`src/rtl/chgrp_accum_ctrl.sv`:
```
// chgrp_accum_ctrl
// Channel-group accumulation controller. For each output tile it sums
// cfg_num_grp input beats lane-wise with saturation, presents the tile sums
// on a valid/ready output port, and repeats for cfg_num_tile tiles. A
// one-cycle done pulse marks the end of a job.
//
// Ports
//   clk, rst           clock (rising edge) and synchronous active-low reset
//   start, abort       begin a job (IDLE only) / cancel the current job
//   cfg_num_grp        beats summed per tile (0 behaves as 1)
//   cfg_num_tile       tiles per job (0 behaves as 1)
//   in_valid/in_ready  input beat handshake; in_data holds LANES signed IW-bit lanes
//   out_valid/out_ready output tile handshake; out_data holds LANES signed AW-bit sums
//   busy               high whenever a job is in progress
//   done               one-cycle pulse after the last tile is accepted
module chgrp_accum_ctrl #(
    parameter int LANES = 16,
    parameter int IW    = 11,
    parameter int AW    = 16
) (
    input  logic                  clk,
    input  logic                  rst,
    input  logic                  start,
    input  logic                  abort,
    input  logic [7:0]            cfg_num_grp,
    input  logic [7:0]            cfg_num_tile,
    input  logic                  in_valid,
    output logic                  in_ready,
    input  logic [LANES*IW-1:0]   in_data,
    output logic                  out_valid,
    input  logic                  out_ready,
    output logic [LANES*AW-1:0]   out_data,
    output logic                  busy,
    output logic                  done
);

    typedef enum logic [1:0] {
        ST_IDLE = 2'd0,
        ST_ACC  = 2'd1,
        ST_OUT  = 2'd2
    } state_t;

    // Signed saturating add of a sign-extended IW-bit lane to an AW-bit sum.
    // One guard bit is enough: overflow shows as the two top bits differing.
    function automatic logic [AW-1:0] sat_add(input logic [AW-1:0] a, input logic [IW-1:0] b);
        logic [AW:0] sum;
        sum = {a[AW-1], a} + {{(AW+1-IW){b[IW-1]}}, b};
        if (sum[AW] != sum[AW-1]) begin
            sat_add = sum[AW] ? {1'b1, {(AW-1){1'b0}}} : {1'b0, {(AW-1){1'b1}}};
        end else begin
            sat_add = sum[AW-1:0];
        end
    endfunction

    state_t                state_r;
    state_t                state_nxt_s;
    logic [7:0]            num_grp_r;
    logic [7:0]            num_tile_r;
    logic [7:0]            grp_cnt_r;
    logic [7:0]            tile_cnt_r;
    logic [AW-1:0]         acc_r [LANES];
    logic [AW-1:0]         acc_nxt_s [LANES];
    logic [LANES*AW-1:0]   out_data_r;
    logic                  done_r;
    logic                  xfer_s;
    logic                  last_grp_s;
    logic                  last_tile_s;

    assign xfer_s      = in_valid && (state_r == ST_ACC) && !abort;
    assign last_grp_s  = ((grp_cnt_r + 8'd1) == num_grp_r);
    assign last_tile_s = ((tile_cnt_r + 8'd1) == num_tile_r);

    // Per-lane next sum; the first beat of a tile ignores the old contents.
    always_comb begin
        for (int k = 0; k < LANES; k++) begin
            acc_nxt_s[k] = sat_add((grp_cnt_r == 8'd0) ? {AW{1'b0}} : acc_r[k],
                                   in_data[k*IW +: IW]);
        end
    end

    // State register.
    always_ff @(posedge clk) begin
        if (!rst) begin
            state_r <= ST_IDLE;
        end else begin
            state_r <= state_nxt_s;
        end
    end

    // Next-state logic; abort overrides every other event.
    always_comb begin
        state_nxt_s = state_r;
        if (abort) begin
            state_nxt_s = ST_IDLE;
        end else begin
            case (state_r)
                ST_IDLE: state_nxt_s = start ? ST_ACC : ST_IDLE;
                ST_ACC:  state_nxt_s = (xfer_s && last_grp_s) ? ST_OUT : ST_ACC;
                ST_OUT: begin
                    if (out_ready) begin
                        state_nxt_s = last_tile_s ? ST_IDLE : ST_ACC;
                    end else begin
                        state_nxt_s = ST_OUT;
                    end
                end
                default: state_nxt_s = ST_IDLE;
            endcase
        end
    end

    // Configuration, counters, accumulators, output register and done pulse.
    always_ff @(posedge clk) begin
        if (!rst) begin
            num_grp_r  <= 8'd0;
            num_tile_r <= 8'd0;
            grp_cnt_r  <= 8'd0;
            tile_cnt_r <= 8'd0;
            for (int k = 0; k < LANES; k++) begin
                acc_r[k] <= {AW{1'b0}};
            end
            out_data_r <= {(LANES*AW){1'b0}};
            done_r     <= 1'b0;
        end else begin
            done_r <= 1'b0;
            if (abort) begin
                grp_cnt_r  <= 8'd0;
                tile_cnt_r <= 8'd0;
            end else begin
                case (state_r)
                    ST_IDLE: begin
                        if (start) begin
                            num_grp_r  <= (cfg_num_grp == 8'd0) ? 8'd1 : cfg_num_grp;
                            num_tile_r <= (cfg_num_tile == 8'd0) ? 8'd1 : cfg_num_tile;
                            grp_cnt_r  <= 8'd0;
                            tile_cnt_r <= 8'd0;
                            for (int k = 0; k < LANES; k++) begin
                                acc_r[k] <= {AW{1'b0}};
                            end
                        end
                    end
                    ST_ACC: begin
                        if (xfer_s) begin
                            grp_cnt_r <= grp_cnt_r + 8'd1;
                            for (int k = 0; k < LANES; k++) begin
                                acc_r[k] <= acc_nxt_s[k];
                            end
                            if (last_grp_s) begin
                                for (int k = 0; k < LANES; k++) begin
                                    out_data_r[k*AW +: AW] <= acc_nxt_s[k];
                                end
                            end
                        end
                    end
                    ST_OUT: begin
                        if (out_ready) begin
                            grp_cnt_r <= 8'd0;
                            if (last_tile_s) begin
                                tile_cnt_r <= 8'd0;
                                done_r     <= 1'b1;
                            end else begin
                                tile_cnt_r <= tile_cnt_r + 8'd1;
                            end
                        end
                    end
                    default: begin
                        grp_cnt_r  <= 8'd0;
                        tile_cnt_r <= 8'd0;
                    end
                endcase
            end
        end
    end

    // Output decode from the state register and the output registers.
    always_comb begin
        in_ready  = (state_r == ST_ACC);
        out_valid = (state_r == ST_OUT);
        busy      = (state_r != ST_IDLE);
        done      = done_r;
        out_data  = out_data_r;
    end

endmodule

```
`config.mk`:
```
export PLATFORM = sky130hd
export DESIGN_NAME = chgrp_accum_ctrl
export DESIGN_NICKNAME = d
export VERILOG_FILES = /design/src/rtl/chgrp_accum_ctrl.sv
export SDC_FILE = /design/constraint.sdc
export NUM_CORES = 2
export LEC_CHECK = 0
export CAP_MARGIN = 20
export CORE_MARGIN = 4
export CORE_UTILIZATION = 42
export DETAILED_ROUTE_END_ITERATION = 7
export PLACE_DENSITY = 0.66
export SLEW_MARGIN = 0
export SYNTH_ARGS = -nofsm -noshare
export SYNTH_HDL_FRONTEND = slang
export SYNTH_SLANG_ARGS = --single-unit
```
`constraint.sdc`:
```
create_clock -name clk -period 6.4 [get_ports clk]
set_input_delay 1.28 -clock clk [delete_from_list [all_inputs] [get_ports clk]]
set_output_delay 1.28 -clock clk [all_outputs]
set_load 0.02 [all_outputs]
```
==> impl_metrics.env <==
export IMPL_viasPerCell=5.47
export IMPL_post_synth_num_cell_types=97
export IMPL_gp_congestion=0.895
export IMPL_initial_core_util_pct=42.6
export IMPL_synthesis_instances=3949
export IMPL_most_common_layout_cells="sky130_fd_sc_hd__nor2_1, sky130_fd_sc_hd__clkdlybuf4s50_1, sky130_fd_sc_hd__a21oi_1, sky130_fd_sc_hd__dfxtp_1, sky130_fd_sc_hd__nand2_1"
export IMPL_total_leakage_power_nw=17.2
export IMPL_place_ws_ps=1120
export IMPL_outcome="finished clean"
export IMPL_cts_resized=0
export IMPL_relSlewSlack_pct=31.5
export IMPL_place_hpwl_mm=72.9
export IMPL_finalCritPeriodShare_pct=82.3
export IMPL_vdd_ir_drop_max_mv=0.181
export IMPL_grt_overflow=0
export IMPL_placementRows=104
export IMPL_hold_violations=0
export IMPL_setup_viol=0
export IMPL_cts_max_path_buffers=3
export IMPL_power_density_nw_per_um2=201
export IMPL_synth_net_count=4422
export IMPL_synth_top_cell_area_share_pct=20.9
export IMPL_die_area_um2=86900
export IMPL_synth_sequential_area_ratio_pct=38.7
export IMPL_grt_first_pass_wirelength_mm=159
export IMPL_critPathKind="register to register"
export IMPL_total_power_mw=8.48
export IMPL_grt_max_degree=190
export IMPL_synth_largest_area_cell="sky130_fd_sc_hd__edfxtp_1"
export IMPL_regToRegSetupSlack_ps=1130
export IMPL_core_area_um2=81100
export IMPL_share_of_cells_above_drive_strength_1_pct=5.37
export IMPL_maxCapViolations=0
export IMPL_detail_route_wirelength_mm=102
export IMPL_critical_path_startpoint="grp_cnt_r[0]"
export IMPL_cp_max_fo=63
export IMPL_antenna_found_initial=13
export IMPL_chipHeight_um=295
export IMPL_syn_area_um2=34500
export IMPL_fin_nets=4798
export IMPL_hp_class="register to register"
export IMPL_layout_cell_area_non_filler_um2=42200
export IMPL_synth_yosys_warnings=0
export IMPL_crit_reg2reg_launch="grp_cnt_r[0]"
export IMPL_hold_buffers=0
export IMPL_final_setup_worst_slack_ps=1130
export IMPL_most_frequently_used_flop_master_after_synthesis="sky130_fd_sc_hd__dfxtp_1"
export IMPL_layout_commonest_cell="sky130_fd_sc_hd__nor2_1"
export IMPL_antenna_violating_nets_post_route=0
export IMPL_fill_cell_total_of_the_finished_layout=7576
export IMPL_portBuffers=457
export IMPL_ys_top_cells_by_area="sky130_fd_sc_hd__edfxtp_1, sky130_fd_sc_hd__dfxtp_1, sky130_fd_sc_hd__ha_1"
export IMPL_dr_total_vias=29783
export IMPL_cts_max_level=3
export IMPL_cts_post_setup_buffers_inserted=0
export IMPL_critical_path_endpoint="out_data[213]"
export IMPL_start_kind="register"
export IMPL_worst_endpoint_required_ps=6840
export IMPL_route_detailed_wl_per_inst_um=18.7
export IMPL_worst_slew_pin_slew_ps=1020
export IMPL_grt_setup_unrepaired="false"
export IMPL_number_of_global_route_vias_before_repair=29218
export IMPL_max_freq_mhz=190
export IMPL_numCtsBuffers=67
export IMPL_detail_route_first_pass_iterations=5
export IMPL_path_clk_slew_ps=60
export IMPL_final_clock_skew_ps=26.7
export IMPL_r2r_end="out_data[213]"
export IMPL_finalNonFillerCells=5445
export IMPL_cp_data_arrival_time_ps=5710
export IMPL_async_flop_share_pct=0
export IMPL_totalNegativeSetupSlack_ps=0
export IMPL_syn_avg_cell_area_um2=8.75
export IMPL_dpl_instance_area_um2=39900
export IMPL_area_growth_from_synthesis_to_layout_pct=22.2
export IMPL_seq_cells_post_synth=547
export IMPL_placedCellCount=5315
export IMPL_synth_edff_count=240
export IMPL_detail_route_iter0_violations=1778
export IMPL_clock_tree_root_driver_cell="sky130_fd_sc_hd__clkbuf_16"
export IMPL_clock_tree_from_tritoncts="built"
export IMPL_post_route_minimum_period_ps=5270
export IMPL_die_width_um=295
export IMPL_endpoint_kind="register"
export IMPL_groute_usage_overall_pct=22.6
export IMPL_worstSkewPairLatency_ps=600
export IMPL_reg2regPathDepth=15
export IMPL_clock_sinks=547
export IMPL_final_max_slew_violation_count=0
export IMPL_detail_route_drc_violations=0
export IMPL_top_level_port_count=458
logic make-up after synthesis:
kind of cell	after synthesis	share of synthesized area (%)
buffers and inverters	309	3.75
AND/OR/NAND/NOR	1435	19.9
flip-flops	547	38.7
XOR/XNOR	201	5.20
AO/OA/AOI/OAI	1155	21.3
adder cells (fa/ha/maj)	288	10.7
multiplexers	14	0.438
worst min-delay path by stage:
stage                       start            end  slack, ps  depth (start not counted)
floorplan             acc_r[0][0]    acc_r[0][0]        420                          2
global placement      acc_r[0][4]    acc_r[0][4]        430                          2
detailed placement   acc_r[0][13]   acc_r[0][13]        440                          2
CTS                 out_data[252]  out_data[252]        450                          2
global route        out_data[223]  out_data[223]        470                          2
finish              out_data[252]  out_data[252]        450                          2
report_power, final:
part / switching (mW) / leakage, nW / internal [mW]
clock network: 1.56 / 1.09 / 2.29
logic: 0.518 / 11.0 / 0.351
registers: 0.0249 / 5.05 / 3.74
area by class of cell:
| cell class | count | area [um^2] | share of cell area, % |
|---|---|---|---|
| multi-input cells | 3093 | 19900 | 47.2 |
| flip-flops and latches | 547 | 13400 | 31.6 |
| repair buffers | 491 | 4880 | 11.6 |
| clock buffers | 91 | 1890 | 4.48 |
| well taps | 1060 | 1330 | 3.14 |
| inverters | 125 | 477 | 1.13 |
| clock inverters | 29 | 319 | 0.756 |
| diodes | 9 | 22.5 | 0.0534 |
through the flow:
| stage | hold slack (ps) | utilization (%) |
|---|---|---|
| 4_1_cts | 452 | 52.0 |
| 6_report | 448 | 52.0 |
| 3_5_place_dp | 441 | 49.3 |
| 3_3_place_gp | 427 | 49.3 |
| 5_1_grt | 467 | 52.0 |
| 2_1_floorplan | 417 | - |
synthesized netlist by cell type (all sizes together) (51+ instances only):
cell,n
xnor2,150
o21ai,293
a21o,77
inv,125
clkbuf,107
dfxtp,307
nor2b,52
a211oi,134
and2,269
edfxtp,240
nor2,543
a21oi,348
xor2,51
nand2,293
o21a,52
buf,77
nor3,59
ha,259
registers in the layout, indices dropped and copies added (netlist names):
register	count
state_r	2
grp_cnt_r	8
num_grp_r	8
acc_r	256
tile_cnt_r	8
num_tile_r	8
done	1
out_data	256
worst max-delay path, stage by stage (launching register included):
cell and delay, ps:
sky130_fd_sc_hd__dfxtp_1 390, sky130_fd_sc_hd__inv_1 90, sky130_fd_sc_hd__ha_1 140, sky130_fd_sc_hd__nor4b_1 410, sky130_fd_sc_hd__nand2_4 530, sky130_fd_sc_hd__buf_4 420, sky130_fd_sc_hd__buf_4 250, sky130_fd_sc_hd__and2_1 190
sky130_fd_sc_hd__ha_1 320, sky130_fd_sc_hd__a2111oi_0 460, sky130_fd_sc_hd__o21a_1 240, sky130_fd_sc_hd__o2111ai_1 220, sky130_fd_sc_hd__o211ai_1 290, sky130_fd_sc_hd__nand2_1 120, sky130_fd_sc_hd__o21ai_1 810, sky130_fd_sc_hd__o21ai_0 230
routing by layer:
metal | track usage, % | wire length (um) | vias up
met2 | 38.1 | 47800 | 686
met4 | 7.63 | 3120 | 6
met3 | 4.45 | 6360 | 151
met5 | 0 | 41 | -
li1 | - | - | 14904
met1 | 29.2 | 44600 | 14036
Power figures use the tool's default switching activity.
